--- src/rtl/reg_writeback_ctrl.sv ---
// Write-side initiator for the register file: merges a queue of execute results and
// one outstanding load return onto a single registered write port. Optional macro: WB_BYPASS_EN.
module reg_writeback_ctrl #(
  parameter int REGBITS = 5,
  parameter int WIDTH   = 32,
  parameter int DEPTH   = 4,
  parameter int RA      = 31
) (
  input  logic                      clk,
  input  logic                      reset,
  input  logic                      ex_valid,
  output logic                      ex_ready,
  input  logic [REGBITS-1:0]        ex_rdest,
  input  logic                      ex_link,
  input  logic [WIDTH-1:0]          ex_data,
  input  logic                      ld_issue,
  output logic                      ld_ready,
  input  logic [REGBITS-1:0]        ld_rdest,
  input  logic                      ld_valid,
  input  logic [WIDTH-1:0]          ld_data,
  output logic                      regWriteEn,
  output logic                      RaWriteEn,
  output logic [REGBITS-1:0]        Rdest,
  output logic [WIDTH-1:0]          writeData,
  output logic [(1<<REGBITS)-1:0]   busy_mask,
  output logic                      wb_err
);

  localparam int PTRW = $clog2(DEPTH);
  localparam logic [REGBITS-1:0] RA_IDX = REGBITS'(RA);

  logic                qLink [DEPTH];
  logic [REGBITS-1:0]  qDest [DEPTH];
  logic [WIDTH-1:0]    qData [DEPTH];
  logic [PTRW-1:0]     headPtr;
  logic [PTRW-1:0]     tailPtr;
  logic [PTRW:0]       count;
  logic                ldPending;
  logic [REGBITS-1:0]  ldDest;

  logic qFull;
  logic qEmpty;
  logic exAccept;
  logic exKeep;
  logic ldWrite;
  logic doPop;
  logic doPush;
  logic doBypass;

  assign qFull    = (count == (PTRW+1)'(DEPTH));
  assign qEmpty   = (count == '0);
  assign ex_ready = !qFull;
  assign ld_ready = !ldPending;
  assign exAccept = ex_valid && ex_ready;
  // Writes to r0 are accepted but dropped; link writes always target RA.
  assign exKeep   = exAccept && (ex_link || (ex_rdest != '0));
  assign ldWrite  = ld_valid && ldPending;
  assign doPop    = !ldWrite && !qEmpty;
`ifdef WB_BYPASS_EN
  assign doBypass = exKeep && qEmpty && !ldWrite;
`else
  assign doBypass = 1'b0;
`endif
  assign doPush   = exKeep && !doBypass;

  // NOTE: queue storage is deliberately not reset; an entry is only ever read when count covers it.
  always_ff @(posedge clk) begin
    if (doPush) begin
      qLink[tailPtr] <= ex_link;
      qDest[tailPtr] <= ex_link ? RA_IDX : ex_rdest;
      qData[tailPtr] <= ex_data;
    end
  end

  always_ff @(posedge clk) begin
    if (reset) begin
      headPtr    <= '0;
      tailPtr    <= '0;
      count      <= '0;
      ldPending  <= 1'b0;
      ldDest     <= '0;
      wb_err     <= 1'b0;
      regWriteEn <= 1'b0;
      RaWriteEn  <= 1'b0;
      Rdest      <= '0;
      writeData  <= '0;
    end else begin
      if (doPush) tailPtr <= tailPtr + PTRW'(1);
      if (doPop)  headPtr <= headPtr + PTRW'(1);
      case ({doPush, doPop})
        2'b10:   count <= count + (PTRW+1)'(1);
        2'b01:   count <= count - (PTRW+1)'(1);
        default: count <= count;
      endcase

      // Load return wins the port; Rdest/writeData hold when nothing is presented.
      regWriteEn <= 1'b0;
      RaWriteEn  <= 1'b0;
      if (ldWrite) begin
        regWriteEn <= (ldDest != '0);
        Rdest      <= ldDest;
        writeData  <= ld_data;
      end else if (doPop) begin
        regWriteEn <= !qLink[headPtr];
        RaWriteEn  <= qLink[headPtr];
        Rdest      <= qDest[headPtr];
        writeData  <= qData[headPtr];
      end else if (doBypass) begin
        regWriteEn <= !ex_link;
        RaWriteEn  <= ex_link;
        Rdest      <= ex_link ? RA_IDX : ex_rdest;
        writeData  <= ex_data;
      end

      if (ldPending) begin
        if (ld_valid) ldPending <= 1'b0;
      end else if (ld_issue) begin
        ldPending <= 1'b1;
        ldDest    <= ld_rdest;
      end

      if ((ld_issue && ldPending) || (ld_valid && !ldPending)) wb_err <= 1'b1;
    end
  end

  logic [PTRW-1:0] slotOff;

  // NOTE: every variable of this always_comb gets a default before the loop, so no latch is inferred.
  always_comb begin
    busy_mask = '0;
    slotOff   = '0;
    for (int i = 0; i < DEPTH; i++) begin
      slotOff = PTRW'(i) - headPtr;
      if ({1'b0, slotOff} < count) busy_mask[qDest[i]] = 1'b1;
    end
    if (ldPending) busy_mask[ldDest] = 1'b1;
    busy_mask[0] = 1'b0;
  end

endmodule

--- config.mk ---
export PLATFORM = sky130hd
export DESIGN_NAME = reg_writeback_ctrl
export DESIGN_NICKNAME = d
export VERILOG_FILES = /design/src/rtl/reg_writeback_ctrl.sv
export SDC_FILE = /design/constraint.sdc
export NUM_CORES = 1
export LEC_CHECK = 0
export CAP_MARGIN = 20
export CELL_PAD_IN_SITES_DETAIL_PLACEMENT = 1
export CELL_PAD_IN_SITES_GLOBAL_PLACEMENT = 2
export CORE_ASPECT_RATIO = 1.1
export CORE_MARGIN = 1.5
export CORE_UTILIZATION = 37
export CTS_BUF_LIST = sky130_fd_sc_hd__clkbuf_4
export CTS_CLUSTER_DIAMETER = 150
export DETAILED_ROUTE_END_ITERATION = 7
export PLACE_DENSITY_LB_ADDON = 0.1
export RECOVER_POWER = 50
export SETUP_SLACK_MARGIN = 0.02
export SLEW_MARGIN = 20
export SYNTH_ARGS = -nofsm -noshare
export SYNTH_HDL_FRONTEND = slang
export SYNTH_SLANG_ARGS = --single-unit
--- constraint.sdc ---
create_clock -name clk -period 2.95 [get_ports clk]
set_clock_uncertainty 0.05 [all_clocks]
set_input_delay 0.4425 -clock clk [delete_from_list [all_inputs] [get_ports clk]]
set_output_delay 0.4425 -clock clk [all_outputs]
set_load 0.02 [all_outputs]
Word level (Yosys, flattened, before mapping)
Memories as Yosys holds them, arrays and structs flattened. A register that Yosys moved wholly into a read port is not among the register bits. Cells that the tools add are included.

$add $sub $neg: 8. Reductions and logical operators: 25. Muxes and demuxes: 34. Magnitude comparators: 14. Bitwise gates (word level): 6. Equality and inequality tests: 3.

Operators by type and width (count): 2-to-1 mux 32 bit (7); OR 32 bit (4); < comparator 5 x 6 -> 1 bit, second input constant (5); demux 1 bit (select 5 bit) (5); greater-or-equal comparator 5 x 1 -> 1 bit, second input constant (5); 2-to-1 mux 5 bit (3); < comparator 2 x 3 -> 1 bit (4); 2-to-1 mux 1 bit (12); 2-to-1 mux 2 bit (6); logical AND 1 bit (11); nonzero test 5 bit (2); case mux 3 bit (2 select lines) (1); logical NOT 1 bit (5); adder 2 x 1 -> 2 bit, second input constant (2); nonzero test 2 bit (2); subtractor 1 x 2 -> 2 bit, first input constant (2); subtractor 2 bit, first input constant (2); adder 3 x 1 -> 3 bit, second input constant (1); == test 3 bit, second input constant (1); logical NOT 3 bit (1); OR reduction 3 bit (1); subtractor 3 x 1 -> 3 bit, second input constant (1); == test 2 x 1 -> 1 bit, second input constant (1); == test 2 bit, second input constant (1); other kinds (3) (5).

Word-level logic and storage cells: 103. Memories kept: 3. Memory bits (writable): 152. Bits of input ports: 80. Bits in registers: 53.

Memory list: qData (words 4, width 32, read ports 1, clocked after memory_dff 1, wr ports 1, RTL line 34) `logic [WIDTH-1:0] qData [DEPTH];`; qDest (words 4, width 5, read ports 5, clocked after memory_dff 1, wr ports 1, RTL line 33) `logic [REGBITS-1:0] qDest [DEPTH];`; qLink (words 4, width 1, read ports 1, clocked after memory_dff 1, wr ports 1, RTL line 32) `logic qLink [DEPTH];`.

Logic depth before layout (Yosys ltp)
An unclocked memory read counts as a cell.

Depth in word-level cells: 14. Depth in mapped cells: 10. Mapped depth without buffers: 9.

Worst setup path after synthesis
Ideal clock, no wire load.

Kind: input to register. Start point: in ex_rdest[0]. End point: reg count[2]. Stages on the path: 9. Arrival time: 2500 ps. Setup time: 71 ps. Required time: 2829 ps. Path slack: 329 ps. Cell sequence: or4_4 > o311a_4 > clkinv_2 > ha_1 > inv_1 > fa_1 > xor2_1 > or3_1 > a21oi_1.

Word-level cells in the longest chain between the ends: 5.

Ends and longest elaborated chain: from (decl) (RTL line 13) `input logic [REGBITS-1:0] ex_rdest,`; nonzero test 5 bit * (RTL line 56) `assign exKeep = exAccept && (ex_link || (ex_rdest != '0));`; logical OR 1 bit * (RTL line 56); logical AND 1 bit * (RTL line 56); == test 2 x 1 -> 1 bit or == test 2 bit (tied branches) (RTL line 90) `case ({doPush, doPop})`; case mux 3 bit (2 select lines) or nonzero test 2 bit (tied branches); to (signal assigned) (RTL line 91) `2'b10: count <= count + (PTRW+1)'(1);`; to (signal assigned) (RTL line 92) `2'b01: count <= count - (PTRW+1)'(1);`; to (signal assigned) (RTL line 93) `default: count <= count;`; to (decl) (RTL line 37) `logic [PTRW:0] count;`.

Every way passes the cells marked *; elsewhere a longest branch is shown, timed or not. A chain may end at the register's enable or synchronous reset.

Worst setup path in the final report
Start point: reg headPtr[0]. End point: out busy_mask[17].

Word-level cells in the longest chain between the ends: 11.

Ends and longest elaborated chain: from (decl) (RTL line 35) `logic [PTRW-1:0] headPtr;`; from (signal assigned) (RTL line 89) `if (doPop) headPtr <= headPtr + PTRW'(1);`; subtractor 1 x 2 -> 2 bit (RTL line 133) `slotOff = PTRW'(i) - headPtr;`; < comparator 2 x 3 -> 1 bit (RTL line 134) `if ({1'b0, slotOff} < count) busy_mask[qDest[i]] = 1'b1;`; 2-to-1 mux 32 bit (RTL line 134); OR 32 bit (no line); 2-to-1 mux 32 bit (RTL line 134); OR 32 bit (no line); 2-to-1 mux 32 bit (RTL line 134); OR 32 bit (no line); 2-to-1 mux 32 bit * (RTL line 134); OR 32 bit (no line); 2-to-1 mux 32 bit * (RTL line 136) `if (ldPending) busy_mask[ldDest] = 1'b1;`; to (decl) (RTL line 25) `output logic [(1<<REGBITS)-1:0] busy_mask,`.

Marked as above.

==> impl_metrics.yaml <==
worst_setup_path:
  worst-endpoint-required_ns: 2.46
  slowest_stage: "a211oi_4"
  timing.rr.start: "count[2]"
  endpoint_kind: "output port"
  arrival_ns: 2.63
  cpPeakStageDelay_ns: 0.40
  path_class: "register to output port"
  cp_max_fo: 7
  rr_worst_depth: 9
  r2r-end: "count[2]"
  startpoint_type: "register"
  r2r_slack_ns: 0.24
  crit_chain: "xnor2_4 > buf_4 > ha_4 > nor2b_4 > a211oi_4 > clkbuf_16 > nand2_2 > nand3_2 > buf_6"
sta:
  slew_headroom_pct: 43.4
  rsz0062_at_grt: "true"
  hold_viol: 0
  setup_violations: 30
  slew_viol_final: 0
  fin_crit_ns: 3.12
  worst_slew_pin_slew_ns: 0.848
  max_freq_mhz: 320
  layout_setup_ws_ns: -0.172
  finalCritPeriodShare_pct: 106
placed_design:
  dpl_cell_area_um2: 11700
  gp_congestion: 0.908
  port_buffers: 152
  hpwl_um: 20400
floorplanning:
  start_util_pct: 37.7
  ios: 154
  die_w_um: 156
  die_h_um: 172
  core_area_um2: 25300
  row_count: 61
  die_area_um2: 26800
grt:
  grt_max_degree: 57
  grt_pass1_wl_um: 45900
  grt_use_total_pct: 22.8
  antenna_found_initial: 3
  overflow: 0
  grt_pass1_vias: 8059
yosys:
  synth_compound_area_share_pct: 9.41
  synth_edf_count: 152
  netlist_instances: 796
  synth_top_flop_cell: "edfxtp_1"
  async_flop_share_pct: 0
  muxShareOfSynthArea_pct: 9.48
  yosys.area_share.simple_pct: 16.5
  synth_cell_types: 52
  synth_warnings: 0
  syn_area_um2: 9560
  synthAdderAreaFrac_pct: 1.39
  ys_ff_latch: 207
  yosys.area_share.xor_xnor_pct: 0.550
  synth_top_family_by_area: "simple AND/OR/NAND/NOR gates"
  syn_nets: 886
  syn_area_per_cell_um2: 12.0
  ys_seq_area_share_pct: 59.3
hold_path:
  whs_endpoint: "wb_err"
  hold_depth: 2
  hp-class: "input pin to register"
  hold_start: "reset"
clock_network:
  htree_levels: 2
  postCtsHoldBufs: 0
  path_clk_slew_ns: 0.07
  cts_buffers: 52
  insertion_delay_ns: 0.65
  clock-sinks: 207
  cts_root_buffer: "clkbuf_4"
  cts_tree: "yes"
  cts_buffer_depth: 3
job:
  cap_violations: 0
status:
  status: "complete, but fails checks"
  violations: "negative setup slack"
routing:
  drt_drc_violations_left: 0
  wl_um: 30700
  wl_per_cell_um: 22.1
  antenna_left: 0
  via_per_inst: 5.33
  dr.pass1.iters: 4
  vias: 7403
  drt_iter0_drc: 255
cells_and_area:
  fin_util_pct: 51.4
  drive_above_1_share_pct: 29.3
  finalInstanceArea_um2: 13000
  syn_to_final_growth_pct: 36.4
  nNetsFinal: 1089
pwr:
  power_density_nw_per_um2: 902
  p_leak_nw: 4.64
  peakVddDrop_mv: 0.524
## power breakdown
group          total, mW  internal, mW  leakage [nW]  switching [mW]
logic               5.24          2.36          2.39            2.88
clock network       2.51          1.34         0.414            1.17
registers           4.00          3.63          1.84           0.374
## layer usage
metal	vias to the layer above	GRT usage (%)	part of all wire, %
met3	69	4.06	4.8
met2	223	41.9	53
met1	3708	26.7	39
met5	-	0	0.033
met4	2	7.99	2.9
li1	3401	-	-
## stage by stage
step | setup WS [ns] | hold slack [ns] | power (mW) | std cells | TNS [ns]
after detailed placement | -0.208 | 0.424 | 8.46 | 1280 | -0.208
final | -0.172 | 0.191 | 11.8 | 1390 | -2.54
after floorplan | 0.329 | 0.424 | 6.53 | 796 | 0
after CTS | -0.143 | 0.143 | 11.6 | 1385 | -2.71
after global placement | -0.148 | 0.411 | 8.38 | 1280 | -0.148
after global routing | -0.258 | 0.194 | 12.4 | 1390 | -5.36
## worst max path at each step
stage          cells after the start  slack, ns       endpoint         from
2_1_floorplan                      9       0.33       count[2]  ex_rdest[0]
3_3_place_gp                      10      -0.15       count[2]  ex_rdest[0]
3_5_place_dp                      10      -0.21       count[2]  ex_rdest[0]
4_1_cts                           10      -0.14  busy_mask[22]   headPtr[0]
5_1_grt                           10      -0.26   busy_mask[8]   headPtr[0]
6_report                           9      -0.17  busy_mask[17]   headPtr[0]
## flip-flops by register name, summed over array words and instances (netlist names), 3 cells and up, named ones only
| register | flops |
|---|---|
| writeData | 32 |
| qLink | 4 |
| count | 3 |
| Rdest | 5 |
| ldDest | 5 |
| qDest | 20 |
| qData | 128 |
## worst max-delay path: cells and delay by family, from the launching register on
family / cells / cell delay, ns
buffers and inverters: 3 / 0.53
AOI/OAI and AO/OA: 1 / 0.40
DFF: 1 / 0.36
and+or+nand+nor: 3 / 0.31
adders and majority gates: 1 / 0.19
xor gates and xnor gates: 1 / 0.18
## synthesized netlist by cell type (3+ instances only)
library cell,n,area [µm²]
a211oi_2,6,75.1
a21oi_1,35,175
a22oi_1,30,225
a311oi_1,37,324
and2_1,4,25.0
buf_2,17,85.1
buf_4,7,52.6
clkbuf_1,20,75.1
dfxtp_1,55,1100
edfxtp_1,152,4560
ha_1,9,113
inv_1,14,52.6
mux2i_1,5,50.1
mux4_2,38,856
nand2_1,114,428
nand2b_1,16,100
nand3_1,32,160
nand3b_1,5,37.5
nor2_1,119,447
nor2b_1,8,50.1
nor3_1,23,115
nor4_1,3,18.8
or2_2,5,31.3
or3_1,4,25.0
or3b_2,3,26.3
xnor2_1,4,35.0
## final cells by class
type,instances,area (µm²)
inverters,15,60.1
flip-flops and latches,207,5680
diodes,2,5.00
clock inverters,23,149
clock buffers,74,556
well taps,346,433
fillers,2664,12300
multi-input cells,526,4020
repair buffers,197,2130
## cell usage in the layout (no fill, tap or decap), drive strengths merged, types with 2 or more instances in the layout
master / count
a211oi: 8
a21oi: 37
a22oi: 30
a311oi: 37
and2: 4
buf: 73
bufinv: 2
clkbuf: 78
clkdlybuf4s50: 87
clkinv: 21
dfxtp: 55
diode: 2
dlygate4sd3: 33
edfxtp: 152
ha: 9
inv: 15
mux2i: 5
mux4: 38
nand2: 115
nand2b: 17
nand3: 32
nand3b: 5
nor2: 120
nor2b: 8
nor3: 25
nor4: 3
o211ai: 2
o21ai: 2
or2: 5
or3: 4
or3b: 5
or4: 2
xnor2: 4
xor2: 2
## cell families (layout without fill, tap and decap cells)
family,count (synthesis),after routing
compound gates,118,118
xor+xnor,6,6
fa+ha+maj,10,10
buf+inv,63,309
flops,207,207
mux,43,43
other cells,1,3
simple gates,348,348
## timing repair
action / in CTS / in global routing
pin swaps: 35 / 8
setup buffers: 5 / 4
cloned: 3 / 1
gates resized for setup: 229 / 65
setup endpoints to repair: 31 / 31
(Power assumes the default switching activity.)
